$ cat src/rtl/axi_burst_master.sv
// AXI4 burst master: turns one requester memory request into a single AXI read or write burst.
// Define AXI_BURST_MST_RESP_CHK_EN to flag non-OKAY RRESP/BRESP on the sticky err output.
module axi_burst_master #(
    parameter int ID_BITS   = 4,
    parameter int ADDR_BITS = 32,
    parameter int DATA_BITS = 32,
    parameter int LEN_BITS  = 4,
    parameter int MST_ID    = 0
) (
    input  logic                     clk,
    input  logic                     rstn,
    // requester side
    input  logic                     req_valid,
    output logic                     req_ready,
    input  logic                     req_write,
    input  logic [ADDR_BITS-1:0]     req_addr,
    input  logic [LEN_BITS-1:0]      req_len,
    input  logic [DATA_BITS-1:0]     wr_data,
    input  logic [DATA_BITS/8-1:0]   wr_strb,
    input  logic                     wr_valid,
    output logic                     wr_ready,
    output logic [DATA_BITS-1:0]     rd_data,
    output logic                     rd_valid,
    output logic                     done,
    output logic                     err,
    // AXI read address channel
    output logic [ID_BITS-1:0]       arid,
    output logic [ADDR_BITS-1:0]     araddr,
    output logic [7:0]               arlen,
    output logic [2:0]               arsize,
    output logic [1:0]               arburst,
    output logic                     arvalid,
    input  logic                     arready,
    // AXI read data channel
    input  logic [ID_BITS-1:0]       rid,
    input  logic [DATA_BITS-1:0]     rdata,
    input  logic [1:0]               rresp,
    input  logic                     rlast,
    input  logic                     rvalid,
    output logic                     rready,
    // AXI write address channel
    output logic [ID_BITS-1:0]       awid,
    output logic [ADDR_BITS-1:0]     awaddr,
    output logic [7:0]               awlen,
    output logic [2:0]               awsize,
    output logic [1:0]               awburst,
    output logic                     awvalid,
    input  logic                     awready,
    // AXI write data channel
    output logic [DATA_BITS-1:0]     wdata,
    output logic [DATA_BITS/8-1:0]   wstrb,
    output logic                     wlast,
    output logic                     wvalid,
    input  logic                     wready,
    // AXI write response channel
    input  logic [ID_BITS-1:0]       bid,
    input  logic [1:0]               bresp,
    input  logic                     bvalid,
    output logic                     bready
);

    localparam logic [2:0] AXSIZE = (DATA_BITS == 64) ? 3'd3 : 3'd2;
    localparam logic [1:0] BURST_INCR = 2'b01;

    typedef enum logic [2:0] {
        S_IDLE,
        S_AR,
        S_R,
        S_AW,
        S_W,
        S_B
    } state_t;

    state_t                 state_q, state_d;
    logic [ADDR_BITS-1:0]   addr_q, addr_d;
    logic [LEN_BITS-1:0]    len_q, len_d;
    logic [LEN_BITS-1:0]    cnt_q, cnt_d;
    logic                   done_q, done_d;
    logic                   err_q, err_d;
    logic                   beat_last;
    logic                   rresp_bad;
    logic                   bresp_bad;

`ifdef AXI_BURST_MST_RESP_CHK_EN
    assign rresp_bad = (rresp != 2'b00);
    assign bresp_bad = (bresp != 2'b00);
    logic unused_ok;
    assign unused_ok = ^{rid, bid};
`else
    assign rresp_bad = 1'b0;
    assign bresp_bad = 1'b0;
    logic unused_ok;
    assign unused_ok = ^{rid, bid, rresp, bresp};
`endif

    // Counter holds the index of the current beat, so the last beat of a
    // 2^LEN_BITS burst is cnt == all-ones and no wrap is ever observed.
    assign beat_last = (cnt_q == len_q);

    assign arid    = ID_BITS'(MST_ID);
    assign awid    = ID_BITS'(MST_ID);
    assign arsize  = AXSIZE;
    assign awsize  = AXSIZE;
    assign arburst = BURST_INCR;
    assign awburst = BURST_INCR;
    assign done    = done_q;
    assign err     = err_q;

    always_ff @(posedge clk or negedge rstn) begin
        if (!rstn) begin
            state_q <= S_IDLE;
            addr_q  <= '0;
            len_q   <= '0;
            cnt_q   <= '0;
            done_q  <= 1'b0;
            err_q   <= 1'b0;
        end else begin
            state_q <= state_d;
            addr_q  <= addr_d;
            len_q   <= len_d;
            cnt_q   <= cnt_d;
            done_q  <= done_d;
            err_q   <= err_d;
        end
    end

    always_comb begin
        state_d   = state_q;
        addr_d    = addr_q;
        len_d     = len_q;
        cnt_d     = cnt_q;
        done_d    = 1'b0;
        err_d     = err_q;
        req_ready = 1'b0;
        arvalid   = 1'b0;
        araddr    = '0;
        arlen     = '0;
        rready    = 1'b0;
        rd_valid  = 1'b0;
        rd_data   = '0;
        awvalid   = 1'b0;
        awaddr    = '0;
        awlen     = '0;
        wvalid    = 1'b0;
        wdata     = '0;
        wstrb     = '0;
        wlast     = 1'b0;
        wr_ready  = 1'b0;
        bready    = 1'b0;

        case (state_q)
            S_IDLE: begin
                req_ready = 1'b1;
                if (req_valid) begin
                    addr_d  = req_addr;
                    len_d   = req_len;
                    cnt_d   = '0;
                    state_d = req_write ? S_AW : S_AR;
                end
            end
            S_AR: begin
                arvalid = 1'b1;
                araddr  = addr_q;
                arlen   = 8'(len_q);
                if (arready) begin
                    state_d = S_R;
                end
            end
            S_R: begin
                rready   = 1'b1;
                rd_valid = rvalid;
                rd_data  = rdata;
                if (rvalid) begin
                    cnt_d = cnt_q + 1'b1;
                    if ((rlast != beat_last) || rresp_bad) begin
                        err_d = 1'b1;
                    end
                    if (rlast || beat_last) begin
                        done_d  = 1'b1;
                        state_d = S_IDLE;
                    end
                end
            end
            S_AW: begin
                awvalid = 1'b1;
                awaddr  = addr_q;
                awlen   = 8'(len_q);
                if (awready) begin
                    state_d = S_W;
                end
            end
            S_W: begin
                wvalid   = wr_valid;
                wr_ready = wready;
                wdata    = wr_data;
                wstrb    = wr_strb;
                wlast    = beat_last;
                if (wr_valid && wready) begin
                    cnt_d = cnt_q + 1'b1;
                    if (beat_last) begin
                        state_d = S_B;
                    end
                end
            end
            S_B: begin
                bready = 1'b1;
                if (bvalid) begin
                    done_d  = 1'b1;
                    state_d = S_IDLE;
                    if (bresp_bad) begin
                        err_d = 1'b1;
                    end
                end
            end
            default: begin
                state_d = S_IDLE;
            end
        endcase
    end

endmodule

$ cat config.mk
export PLATFORM = sky130hd
export DESIGN_NAME = axi_burst_master
export DESIGN_NICKNAME = d
export VERILOG_FILES = /design/src/rtl/axi_burst_master.sv
export SDC_FILE = /design/constraint.sdc
export NUM_CORES = 1
export LEC_CHECK = 0
export CAP_MARGIN = 20
export CORE_AREA = 2 2 119 121
export CTS_BUF_LIST = sky130_fd_sc_hd__clkbuf_2 sky130_fd_sc_hd__clkbuf_4 sky130_fd_sc_hd__clkbuf_8
export DETAILED_ROUTE_END_ITERATION = 10
export DIE_AREA = 0 0 121 123
export GPL_TIMING_DRIVEN = 0
export PLACE_DENSITY = 0.68
export SETUP_SLACK_MARGIN = 0.15
export SLEW_MARGIN = 15
export SYNTH_ARGS = -nofsm -noshare
export SYNTH_HDL_FRONTEND = slang
export SYNTH_SLANG_ARGS = --single-unit
$ cat constraint.sdc
create_clock -name clk -period 1.9 [get_ports clk]
set_input_delay 0.57 -clock clk [delete_from_list [all_inputs] [get_ports clk]]
set_output_delay 0.57 -clock clk [all_outputs]
set_load 0.02 [all_outputs]
* After elaboration in Yosys (flattened, before gate mapping) *
Index checks and enable logic that the tools add are counted.
W data, S select, Z words.

cells by class
  add/sub/neg operators = 1
  equality and inequality tests = 15
  muxes and demuxes = 34
  reduce and logical (&&, ||, !) cells = 8

operator list
  kind                   count
  $mux W32               4
  $mux W3                8
  $mux W4                6
  $pmux W3 S6            1
  $ne A2 B2 Y1 const B   8
  $mux W1                12
  $pmux W4 S3            1
  $reduce_and A8 Y1      1
  $eq A3 B2 Y1 const B   2
  $eq A3 B3 Y1 const B   2
  $add A4 B1 Y4 const B  1
  $eq A4 B4 Y1           1
  $reduce_and A4 Y1      1
  $eq A3 B1 Y1 const B   1
  $logic_not A3 Y1       1
  $reduce_and A3 Y1      1
  $reduce_bool A3 Y1     1
  $mux W2                1
  $pmux W1 S2            1
  $reduce_and A2 Y1      1
  $logic_and A1 B1 Y1    1
  $logic_or A1 B1 Y1     1
  $ne A1 B1 Y1           1

storage, ports and cells
  register bits = 45
  bits of input ports = 127
  output and inout port bits = 177
  word-level logic and storage cells = 64

* Longest topological paths before layout *
Gate-level depths: netlist of the first run.

  depth after elaboration = 5
  gate-level depth with buffers = 6

* Worst setup path before layout of the first run *
OpenSTA, ideal clock, no wires.

  path kind = reg2out
  start point = register cnt_q[0]
  end point = output port wlast
  data arrival time = 1.475 ns
  required time = 1.330 ns
  path slack = -0.145 ns
  stages on the path, launching flop included = 4
  path buffers = 0
  cells stage by stage = dfrtp_1 -> xnor2_1 -> nand4_1 -> nor4b_1

between the ends
  cells in the longest elaborated chain, start to end = 2

ends and longest elaborated chain
  what                    RTL line  RTL
  from (decl)             77        logic [LEN_BITS-1:0] cnt_q, cnt_d;
  from (signal assigned)  121       cnt_q <= cnt_d;
  $eq A4 B4 Y1            98        assign beat_last = (cnt_q == len_q);
  $mux W1                 151       case (state_q)
  to (decl)               52        output logic wlast,

Every way passes these cells.

* Final worst setup path of the first run *
  start point = register state_q[1]
  end point = output port wdata[12]

between the ends
  cells in the longest elaborated chain, start to end = 2

ends and longest elaborated chain
  what                    RTL line  RTL
  from (decl)             74        state_t state_q, state_d;
  from (signal assigned)  118       state_q <= state_d;
  $eq A3 B3 Y1            151
  $mux W32                151
  to (decl)               50        output logic [DATA_BITS-1:0] wdata,

Every way passes these cells.

==> qor.csv, run 1 <==
stage,metric,value,unit
pwr,post-layout-total-power,9.415,mW
run_status,failed_checks,negative setup slack,
clock_tree,tritoncts,done,
finish,layout.cells.most_common,sky130_fd_sc_hd__buf_6,
global_routing,vias_in_the_first_global_route,3587,
setup_path,crit_path_max_fanout,8,
synthesis,synth-compound-area-share,4.182,%
place,detailed_place_hpwl,10150,µm
place,globalplace.congestion,0.7910,
synthesis,post_synth.cell_area_avg,9.520,µm²
clock_tree,clock_pin_slew_reported_for_the_worst_setup_and_hold_paths_after_clock_tree_synthesis,0.09,ns
clock_tree,tritoncts.num_buffers,5,
finish,final_layout_size_suffix_gt1_share,63.99,%
setup_path,worst_r2r_endpoint,state_q[1],
global_routing,grt_pass1_wl,19710,µm
synthesis,synth_largest_area_cell,sky130_fd_sc_hd__dfrtp_1,
setup_path,timing.critical_path.arrival,1.70,ns
clock_tree,ctsHtreeMaxLevel,2,
detailed_routing,drt_first_iter_violations,102,
timing,worst_slack,-0.3658,ns
detailed_routing,via_density_per_instance,4.173,
timing,timing_hold_violations_final,0,
setup_path,critical_path.n_buffers_inverters,4,
setup_path,timing.critical_path.to_type,primary output,
timing,max-slew-margin-rel,62.03,%
global_routing,globalRouteTotalUtil,16.70,%
synthesis,synth.yosys.seq_area_share,35.84,%
timing,unrepaired_setup_endpoints_after_global_routing,true,
global_routing,overflow_left_after_global_routing,0,
pwr,vdd.ir_drop.worst,762.7,µV
global_routing,grt_max_degree,24,
die,floorplan.die.width,121,µm
place,port-buffer-count,265,
detailed_routing,post-route-drc-count,0,
die,core-area,13610,µm²
timing,finalHoldWorstSlack,0.2605,ns
timing,max_freq,0.4413,GHz
setup_path,worst-r2r-cell-count,7,
timing,period_needed,2.266,ns
setup_path,crit_required,1.33,ns
clock_tree,cts_sinks,45,
setup_path,path_common_cell,sky130_fd_sc_hd__buf_6,
die,die-height,123,µm
detailed_routing,wirelength,13650,µm
setup_path,startpoint_type,flip-flop,
die,num_rows,43,
setup_path,crit-reg2reg-launch,cnt_q[2],
timing,setup-tns-final,-43.79,ns
detailed_routing,dr.pass1.iters,4,
synthesis,postSynthCellCount,330,
synthesis,synthDistinctLibCells,38,
synthesis,synthSimpleGateAreaFrac,34.09,%
synthesis,synth_adder_area_share,0.7965,%
timing,final_max_slew_viol_count,0,
finish,num-fill-cells,1167,
synthesis,synth_xor_xnor_area_share,1.115,%
synthesis,synth-edff-count,0,
min_path,holdCritPathClass,input port to async pin,
synthesis,ys_warn_count,0,
setup_path,critical_path_cell_with_the_highest_stage_delay,sky130_fd_sc_hd__dfrtp_2,
setup_path,critPathMaxStageDelay,0.46,ns
setup_path,timing.critical_path.cells,"buf_6, nor3b_4, buf_12, clkbuf_16, and2_4, buf_6",
setup_path,cpLargestDelayFamily,buffers and inverters,
timing,finalCritPeriodShare,119.3,%
timing,finalSetupViolations,150,
setup_path,criticalPathCategory,flip-flop to primary output,
finish,syn_to_layout_area_delta,135.4,%
finish,num_antenna_cells,0,
synthesis,leading_cell_types_by_total_area_after_synthesis,"sky130_fd_sc_hd__dfrtp_1 36%, sky130_fd_sc_hd__and2_1 28%, sky130_fd_sc_hd__mux2_2 9.7%",
global_routing,antenna_found_initial,0,
clock_tree,clk_buf_depth,2,
finish,layout.cells.most_common_list,"131 x sky130_fd_sc_hd__buf_6, 111 x sky130_fd_sc_hd__clkdlybuf4s50_1, 97 x sky130_fd_sc_hd__and2_4",
detailed_routing,wire_per_inst,16.02,µm
synthesis,post_synth_instance_area,3142,µm²
die,io_pins,304,
die,initial_core_util,23.08,%
finish,final_nets,800,
clock_tree,holdBufCountCts,0,
clock_tree,clkLatencyLatePin,0.30,ns
job,maxCapViolations,0,
clock_tree,cts_root_buf,sky130_fd_sc_hd__clkbuf_8,
timing,worst_clock_skew,0.007668,ns
pwr,p_leak,3.495,nW
synthesis,synth_largest_type_area_fraction,35.84,%
finish,final_core_util,54.33,%
timing,worst_pin_slew,0.5695,ns
synthesis,postSynth.asyncResetShare,100.0,%
synthesis,postSynth.topFlopCell,sky130_fd_sc_hd__dfrtp_1,
run_status,status,"complete, but fails checks",
setup_path,worst_reg_to_reg_setup_slack,-0.06,ns
die,design.die.area,14880,µm²
detailed_routing,final_antenna_net_count,0,
synthesis,synth_top_family_by_area,simple AND/OR/NAND/NOR gates,
synthesis,synth.mux.area_fraction,13.58,%
pwr,powerDensity,1273,nW/µm²
synthesis,yosys_register_bits,45,
detailed_routing,count_of_vias_placed_by_the_detailed_router,3555,
[flip-flops by register name, indices dropped and copies added, names as in the netlist]
| signal | flops |
|---|---|
| state_q | 3 |
| cnt_q | 4 |
| done | 1 |
| len_q | 4 |
| err | 1 |
| addr_q | 32 |
[metrics by stage]
step | setup WS, ns | area [µm²] | cells
final | -0.3658 | 7396 | 852
after global routing | -0.4259 | 7396 | 852
after CTS | -0.3493 | 7114 | 843
after detailed placement | -0.8654 | 6467 | 800
after global placement | -1.129 | 6452 | 799
after floorplan | 0.03528 | 3575 | 354
[final cells by class]
| cell class | instances | area [µm²] | share of cell area [%] |
|---|---|---|---|
| buffer | 48 | 558.0 | 7.545 |
| clock buffer | 7 | 96.34 | 1.303 |
| clock inverter | 1 | 8.758 | 0.1184 |
| inverter | 3 | 11.26 | 0.1523 |
| multi-input combinational | 258 | 2182 | 29.50 |
| sequential | 45 | 1130 | 15.28 |
| tap | 180 | 225.2 | 3.045 |
| timing repair buffer | 310 | 3184 | 43.06 |
[worst max path at each step]
stage / endpoint / cells after the start / slack [ns] / from
3_5_place_dp: rd_valid / 4 / -0.87 / rvalid
3_3_place_gp: err / 1 / -1.13 / rstn
5_1_grt: wdata[31] / 6 / -0.43 / state_q[1]
6_report: wdata[12] / 6 / -0.37 / state_q[1]
4_1_cts: wdata[12] / 6 / -0.35 / state_q[0]
2_1_floorplan: wdata[10] / 4 / 0.04 / state_q[0]
[timing repair]
item,in CTS,in global routing
gates resized for setup,873,87
pin swaps,20,18
endpoints found under the setup margin,182,180
setup buffers,28,7
cloned,7,2
[layer usage]
metal  vias up  GRT usage (%)  wire length, µm
met5         -              0                0
met1      1666          17.67             4807
met4         0          5.378              340
li1       1687              -                -
met3        24          4.197             1073
met2       178          32.20             7432
[power by group]
part	switching, mW	internal (mW)
logic	2.96	3.98
registers	0.367	1.42
clock network	0.350	0.337
[synth_stat cells (2+ instances only)]
library cell and number:
sky130_fd_sc_hd__a21o_1 2, sky130_fd_sc_hd__and2_1 143, sky130_fd_sc_hd__buf_2 6, sky130_fd_sc_hd__buf_4 32, sky130_fd_sc_hd__clkbuf_1 10, sky130_fd_sc_hd__conb_1 2
sky130_fd_sc_hd__dfrtp_1 45, sky130_fd_sc_hd__ha_1 2, sky130_fd_sc_hd__inv_1 3, sky130_fd_sc_hd__mux2_1 10, sky130_fd_sc_hd__mux2_2 27, sky130_fd_sc_hd__nand2_1 4
sky130_fd_sc_hd__nand2b_1 3, sky130_fd_sc_hd__nand3b_1 2, sky130_fd_sc_hd__nor2_1 2, sky130_fd_sc_hd__nor2b_1 2, sky130_fd_sc_hd__nor3_1 5, sky130_fd_sc_hd__o21ai_0 6
sky130_fd_sc_hd__o21ai_1 2, sky130_fd_sc_hd__xnor2_1 4
[worst register-to-register path, delay by kind of cell (launching register included)]
family	cells	cell delay (ns)
DFF	1	0.43
and+or+nand+nor	2	0.39
muxes	1	0.31
buffers and inverters	1	0.23
AOI/OAI and AO/OA	1	0.20
xor gates and xnor gates	1	0.16
adders and majority gates	1	0.15
[logic make-up after synthesis]
kind of cell	Yosys count
other cells	2
simple gates	169
buf+inv	51
compound gates	19
mux	38
xor+xnor	4
flops	45
fa+ha+maj	2
Note: power is estimated with default switching activity, not from simulation.
==> inputs of run 2 (changes only) <==
Settings changed: HOLD_SLACK_MARGIN set to 0.1.
==> results of run 2 <==
Final layout, timing and power as in run 1 (identical DEF).
